**src/rtl/serial_add_pkg.sv**
```systemverilog
// Shared constants for the bit-serial adder: FSM state encoding and default width.
package serial_add_pkg;

  localparam logic [1:0] IDLE = 2'd0;
  localparam logic [1:0] RUN  = 2'd1;
  localparam logic [1:0] DONE = 2'd2;

  localparam int DEFAULT_WIDTH = 8;

endpackage

```
**src/rtl/full_adder.sv**
```systemverilog
// Full-adder cell built from two half adders, with the two partial carries ORed.
module full_adder (
  input  logic a,
  input  logic b,
  input  logic cin,
  output logic sum,
  output logic cout
);

  logic s1;
  logic c1;
  logic c2;

  half_adder ha0 (.a(a),  .b(b),   .sum(s1),  .carry(c1));
  half_adder ha1 (.a(s1), .b(cin), .sum(sum), .carry(c2));

  assign cout = c1 | c2;

endmodule

```
**src/rtl/half_adder.sv**
```systemverilog
// Single-bit half adder; the shared datapath primitive.
module half_adder (
  input  logic a,
  input  logic b,
  output logic sum,
  output logic carry
);

  assign sum   = a ^ b;
  assign carry = a & b;

endmodule

```
**src/rtl/serial_add_ctrl.sv**
```systemverilog
// Bit-serial adder: one full-adder cell processes one operand bit per clock, LSB first,
// and the completed sum/carry-out are published together with a one-cycle done pulse.
module serial_add_ctrl
  import serial_add_pkg::*;
#(
  parameter  int WIDTH = DEFAULT_WIDTH,
  localparam int CNT_W = $clog2(WIDTH)
) (
  input  logic             clk,
  input  logic             rst_n,
  input  logic             start,
  input  logic [WIDTH-1:0] a,
  input  logic [WIDTH-1:0] b,
  input  logic             cin,
  output logic             busy,
  output logic             done,
  output logic [WIDTH-1:0] sum,
  output logic             cout
);

  localparam logic [CNT_W-1:0] LAST = CNT_W'(WIDTH - 1);

  logic [1:0]       state;
  logic [CNT_W-1:0] cnt;
  logic [WIDTH-1:0] opa;
  logic [WIDTH-1:0] opb;
  logic             carry;
  // Only WIDTH-1 partial bits are stored; the final bit joins them on the completing edge.
  logic [WIDTH-2:0] part;
  logic [WIDTH-2:0] part_next;
  logic             fa_s;
  logic             fa_c;

  full_adder u_fa (
    .a   (opa[0]),
    .b   (opb[0]),
    .cin (carry),
    .sum (fa_s),
    .cout(fa_c)
  );

  generate
    if (WIDTH > 2) begin : g_wide
      assign part_next = {fa_s, part[WIDTH-2:1]};
    end else begin : g_narrow
      assign part_next = fa_s;
    end
  endgenerate

  always_ff @(posedge clk) begin
    if (!rst_n) begin
      state <= IDLE;
      cnt   <= '0;
      opa   <= '0;
      opb   <= '0;
      carry <= 1'b0;
      part  <= '0;
      sum   <= '0;
      cout  <= 1'b0;
    end else begin
      case (state)
        IDLE, DONE: begin
          if (start) begin
            opa   <= a;
            opb   <= b;
            carry <= cin;
            cnt   <= '0;
            part  <= '0;
            state <= RUN;
          end else begin
            state <= IDLE;
          end
        end
        RUN: begin
          opa   <= opa >> 1;
          opb   <= opb >> 1;
          carry <= fa_c;
          part  <= part_next;
          cnt   <= cnt + 1'b1;
          if (cnt == LAST) begin
            sum   <= {fa_s, part};
            cout  <= fa_c;
            state <= DONE;
          end
        end
        default: state <= IDLE;
      endcase
    end
  end

  assign busy = (state == RUN);
  assign done = (state == DONE);

endmodule

```
**config.mk**
```make
export PLATFORM = sky130hd
export DESIGN_NAME = serial_add_ctrl
export DESIGN_NICKNAME = d
export VERILOG_FILES = /design/src/rtl/serial_add_pkg.sv /design/src/rtl/full_adder.sv /design/src/rtl/half_adder.sv /design/src/rtl/serial_add_ctrl.sv
export SDC_FILE = /design/constraint.sdc
export NUM_CORES = 1
export LEC_CHECK = 0
export CORE_MARGIN = 10
export CORE_UTILIZATION = 35
export DETAILED_ROUTE_END_ITERATION = 10
export SYNTH_ARGS = -nofsm -noshare
export SYNTH_HDL_FRONTEND = slang
export SYNTH_SLANG_ARGS = --single-unit
```
**constraint.sdc**
```tcl
create_clock -name clk -period 1.1 [get_ports clk]
set_clock_uncertainty 0.05 [all_clocks]
set_input_delay 0.11 -clock clk [delete_from_list [all_inputs] [get_ports clk]]
set_output_delay 0.11 -clock clk [all_outputs]
set_load 0.01 [all_outputs]
```
* Yosys cells after proc, flatten, opt, wreduce, memory -nomap -nowiden
Index checks and enable logic that the tools add are counted.
** Storage, ports and cells
- Word-level logic and storage cells :: 37
- Register bits after elaboration :: 38
- Output and inout bits :: 11
- Input port bits :: 20
** Operators by class
- Bitwise gates (word level) :: 5
- Reductions and logical operators :: 5
- Equal/unequal tests :: 5
- Multiplexer cells :: 13
- Add/subtract/negate cells :: 1
** Operators by type and width (count)
- $pmux W8 S2 :: 2
- $mux W8 :: 2
- $pmux W7 S2 :: 1
- $mux W7 :: 1
- $pmux W3 S2 :: 1
- $pmux W2 S2 :: 1
- $reduce_and A2 Y1 :: 2
- $add A3 B1 Y3 const B :: 1
- $eq A3 B3 Y1 const B :: 1
- $mux W3 :: 1
- $and A1 B1 Y1 :: 2
- $eq A2 B1 Y1 const B :: 1
- $eq A2 B2 Y1 const B :: 1
- $logic_not A2 Y1 :: 1
- $mux W1 :: 2
- $mux W2 :: 1
- $ne A2 B1 Y1 const B :: 1
- $ne A2 B2 Y1 const B :: 1
- $pmux W1 S2 :: 1
- $reduce_bool A2 Y1 :: 1
- $reduce_or A2 Y1 :: 1
- $xor A1 B1 Y1 :: 2
- $or A1 B1 Y1 :: 1

* Logic depth before layout (Yosys ltp)
- Depth in word-level cells :: 4
- Gate-level depth with buffers :: 6
- Depth with buffers taken out :: 5

* By module
From an unflattened synthesis, not the netlist that was laid out.
** Unflattened totals
- Cells, all modules :: 192
- Area, all modules :: 1609.0 sq um
** By module, submodules not included
- serial_add_ctrl :: area an instance 1577.8 sq um, times used 1, sequential area each 760.7 sq um, cells an instance 189
- half_adder :: area an instance 12.5 sq um, times used 2, sequential area each 0.0 sq um, cells an instance 1
- full_adder :: area an instance 6.3 sq um, times used 1, sequential area each 0.0 sq um, cells an instance 1

* Worst setup path after synthesis
No wires, ideal clock.
- Kind :: flip-flop to flip-flop
- Start :: register cnt[0]
- End :: register cout
- Setup time :: 70 ps
- Clock period less this slack :: 1204 ps
- Path buffers :: 0
- Setup slack :: -104 ps
- Data required time :: 980 ps
- Data arrival time :: 1084 ps
- Cell stages (with the launch flop) :: 6
- Cell sequence :: dfxtp_1 ha_1 ha_1 nand3b_1 nand2_1 a21boi_1
** On the way
- Word-level cells in the longest chain between the ends :: 2
** Ends and longest elaborated chain
- start, declared :: RTL line serial_add_ctrl.sv:24 : logic [CNT_W-1:0] cnt;
- start signal, assigned :: RTL line serial_add_ctrl.sv:79 : cnt <= cnt + 1'b1;
- $eq A3 B3 Y1 :: RTL line serial_add_ctrl.sv:80 : if (cnt == LAST) begin
- $reduce_and A2 Y1 (no line)
- end signal, assigned :: RTL line serial_add_ctrl.sv:59 : cout <= 1'b0;
- end signal, assigned :: RTL line serial_add_ctrl.sv:82 : cout <= fa_c;
- end, declared :: RTL line serial_add_ctrl.sv:18 : output logic cout
No other way between the ends.
A chain may end at the register's enable or synchronous reset.

* Worst setup path in the final report
- Start :: register carry
- End :: register sum[7]
** On the way
- Word-level cells in the longest chain between the ends :: 1
** Ends and longest elaborated chain
- start, declared :: RTL line serial_add_ctrl.sv:27 : logic carry;
- start signal, assigned :: RTL line serial_add_ctrl.sv:66 : carry <= cin;
- $xor A1 B1 Y1 :: RTL line half_adder.sv:9 : assign sum = a ^ b;
- via fa_s :: RTL line serial_add_ctrl.sv:31 : logic fa_s;
- end signal, assigned :: RTL line serial_add_ctrl.sv:81 : sum <= {fa_s, part};
- end, declared :: RTL line serial_add_ctrl.sv:17 : output logic [WIDTH-1:0] sum,
The timed path passes the listed nets, and every way through them passes these cells.

==> impl_results.md <==
- Status: complete, but fails checks
- Failing checks: negative setup slack
- CTS Hold Buffers Added: 0
- Clk slew on worst S/H paths: 70 ps
- Detailed Route WL: 3860 um
- Vias in the first global route: 1,426
- Worst-path cell chain: fa_2 > nand3_2 > a21boi_1
- Largest net degree at the start of global routing: 39
- Num ports: 31
- Starting Density: between 30% and 40%
- Worst-skew pair later-pin latency: 290 ps
- Commonest non-fill, non-tap cell in the layout: dfxtp_1
- Largest delay share family, worst path: adder cells
- CP Class: reg2reg
- Layout Cells excl Fill: 283
- Critical-path top delay cell: fa_2
- RSZ-0062 raised after global routing: true
- Final Cycle Share: 109%
- Yosys cell types: 21
- Core area: 4440 um^2
- CP Capture Type: flop
- Synthesized area per cell: 8.64 um^2
- Area grow syn2layout: 49.8%
- Critical Path RT: 1280 ps
- Worst slew pin tran: between 150 and 200 ps
- Highest ir drop seen on vdd: 719 uV
- Arrival time worst endpoint: 1370 ps
- Vias per cell: 5.05
- Crit path max fanout: 2
- Tightest Hold Check Type: in2reg
- TritonRoute pass-1 iters: 4
- Pwr per Cell Area: 1210 nW/um^2
- Final Max Tran Viols: 0
- Via count: ~1,400
- Nets: 254
- Commonest non-fill, non-tap cells in the layout: dfxtp_1 (32), nand2_2 (26), nand2_1 (22), clkdlybuf4s50_1 (19), a21boi_1 (18)
- Number of synthesized register bits: 38
- Layout cell share with drive strength beyond 1: 39.0%
- H-tree depth: 2
- Mapped Cells: 190
- Gpl congestion: 0.739
- TritonCTS clock tree: built
- Static leakage: 0.903 nW
- Largest incremental delay on the critical path: 580 ps
- First-pass GRT wire length: 6800 um
- Die H: 88.5 um
- Sequential share of the synthesized area: between 40% and 50%
- CTS Buf Count: 5
- Placed Area: 2060 um^2
- Final Hold Viols: 0
- Site row count: 24
- Worst Slack Setup Final: -98.1 ps
- # placed instances: 269
- Setup-failing EPs final: 37
- Remaining global-route overflow: 0
- 1st-iter DRT viols: 84
- Max-Cap Viols: 0
- Initial antenna violation count: 0
- Die X: 88.5 um
- Tmin final: approximately 1200 ps
- Die Footprint: 7830 um^2
- CTS sink cnt: 38
- Post-Syn Area: 1640 um^2
- Cell taking the most area after synthesis: dfxtp_1
- Clk buf depth: 2
- Max_slew headroom: 88.5%
- Yosys warns: 0
- ANT nets after route: 0
- Post-route cell area: 2460 um^2
- Drt wl/cell: 13.7 um
- Root buf cell: clkbuf_8
- Post-route DRC: 0
- Max Clock Freq: 0.835 GHz
- Share of the synthesized area in the top cell type: 46.3%
- Top post-synthesis cells by area: dfxtp_1 (46%), nand2_1 (11%), a21boi_1 (9.1%)
- Port-buffer cells: 30
- GR Util All Layers: between 10% and 20%
- Worst path bufs/invs: 0
- Post-DP HPWL: 2350 um
- Syn Nets: 213
- # diodes: 0
- Startpoint Class: flop
-- logic make-up (layout without fill, tap and decap cells) --
kind of cell / Yosys count / after routing / synth area share [%]
compound gates: 52 / 52 / 20.2
simple gates: 79 / 79 / 23.0
buf+inv: 18 / 59 / 7.70
fa+ha+maj: 3 / 3 / 2.74
flops: 38 / 38 / 46.3
-- tightest hold or removal path: stages --
cell and delay, ps:
clkdlybuf4s50_1 400, nand2_1 60, a31oi_1 70
-- repair_timing --
| action | CTS | global route |
|---|---|---|
| cloned | 5 | 0 |
| gates resized for setup | 69 | 28 |
| pin swaps | 52 | 20 |
| buffers inserted | 2 | 0 |
| setup endpoints to repair | 48 | 43 |
-- stage by stage --
| stage | setup TNS, ps | hold slack, ps | power [W] | util (%) | setup slack, ps |
|---|---|---|---|---|---|
| 2_1_floorplan | -210 | 195 | 0.00178 | - | -53.1 |
| 3_3_place_gp | -5140 | 396 | 0.00191 | 46.3 | -198 |
| 3_5_place_dp | -5450 | 401 | 0.00191 | 46.3 | -232 |
| 4_1_cts | -1860 | 312 | 0.00297 | 53.4 | -100 |
| 5_1_grt | -4230 | 323 | 0.00315 | 55.3 | -150 |
| 6_report | -1480 | 332 | 0.00298 | 55.3 | -98.1 |
-- sequential cells by signal, indices dropped and copies added (netlist names) --
name and flops:
cnt 3, opa 8, cout 1, sum 8, part 7, state 2
opb 8, carry 1
-- metal layers --
metal / vias to the layer above / share of wire, % / track usage [%]
met5: - / 0 / 0
met4: 0 / 1.6 / 3.96
met3: 5 / 7.0 / 5.33
met2: 31 / 43 / 17.1
met1: 657 / 48 / 13.3
li1: 736 / - / -
-- worst paths after layout --
check,startpoint,end,slack (ps),depth (start not counted)
worst max-delay path,carry,sum[7],-100,3
worst min-delay path,a[0],opa[0],330,3
worst max register to register,carry,sum[7],-100,3
worst min register to register,sum[6],sum[6],400,2
-- layout make-up --
| type | count | area [um^2] |
|---|---|---|
| Fill cell | 442 | 1990 |
| Multi-Input combinational cell | 134 | 951 |
| Sequential cell | 38 | 771 |
| Timing Repair Buffer | 51 | 589 |
| Clock buffer | 7 | 76.3 |
| Tap cell | 52 | 65.1 |
| Inverter | 1 | 6.26 |
-- cell usage after synthesis --
library cell	n
and2_1	1
o21a_1	1
a21boi_1	20
fa_1	1
nand2b_1	2
nand2_1	50
nand3_1	13
nor2_1	1
o21ai_1	16
nand3b_1	1
inv_2	1
buf_6	5
clkbuf_1	3
buf_2	5
buf_4	4
a31oi_1	15
and3_1	2
ha_1	2
nand3_2	7
dfxtp_1	38
nor2b_1	2
-- power by group --
part	internal (W)	switching [W]
sequential	0.00145	0.0000585
clock	0.000436	0.000465
combinational	0.000311	0.000260
total	0.00220	0.000784
Power figures use the tool's default switching activity.
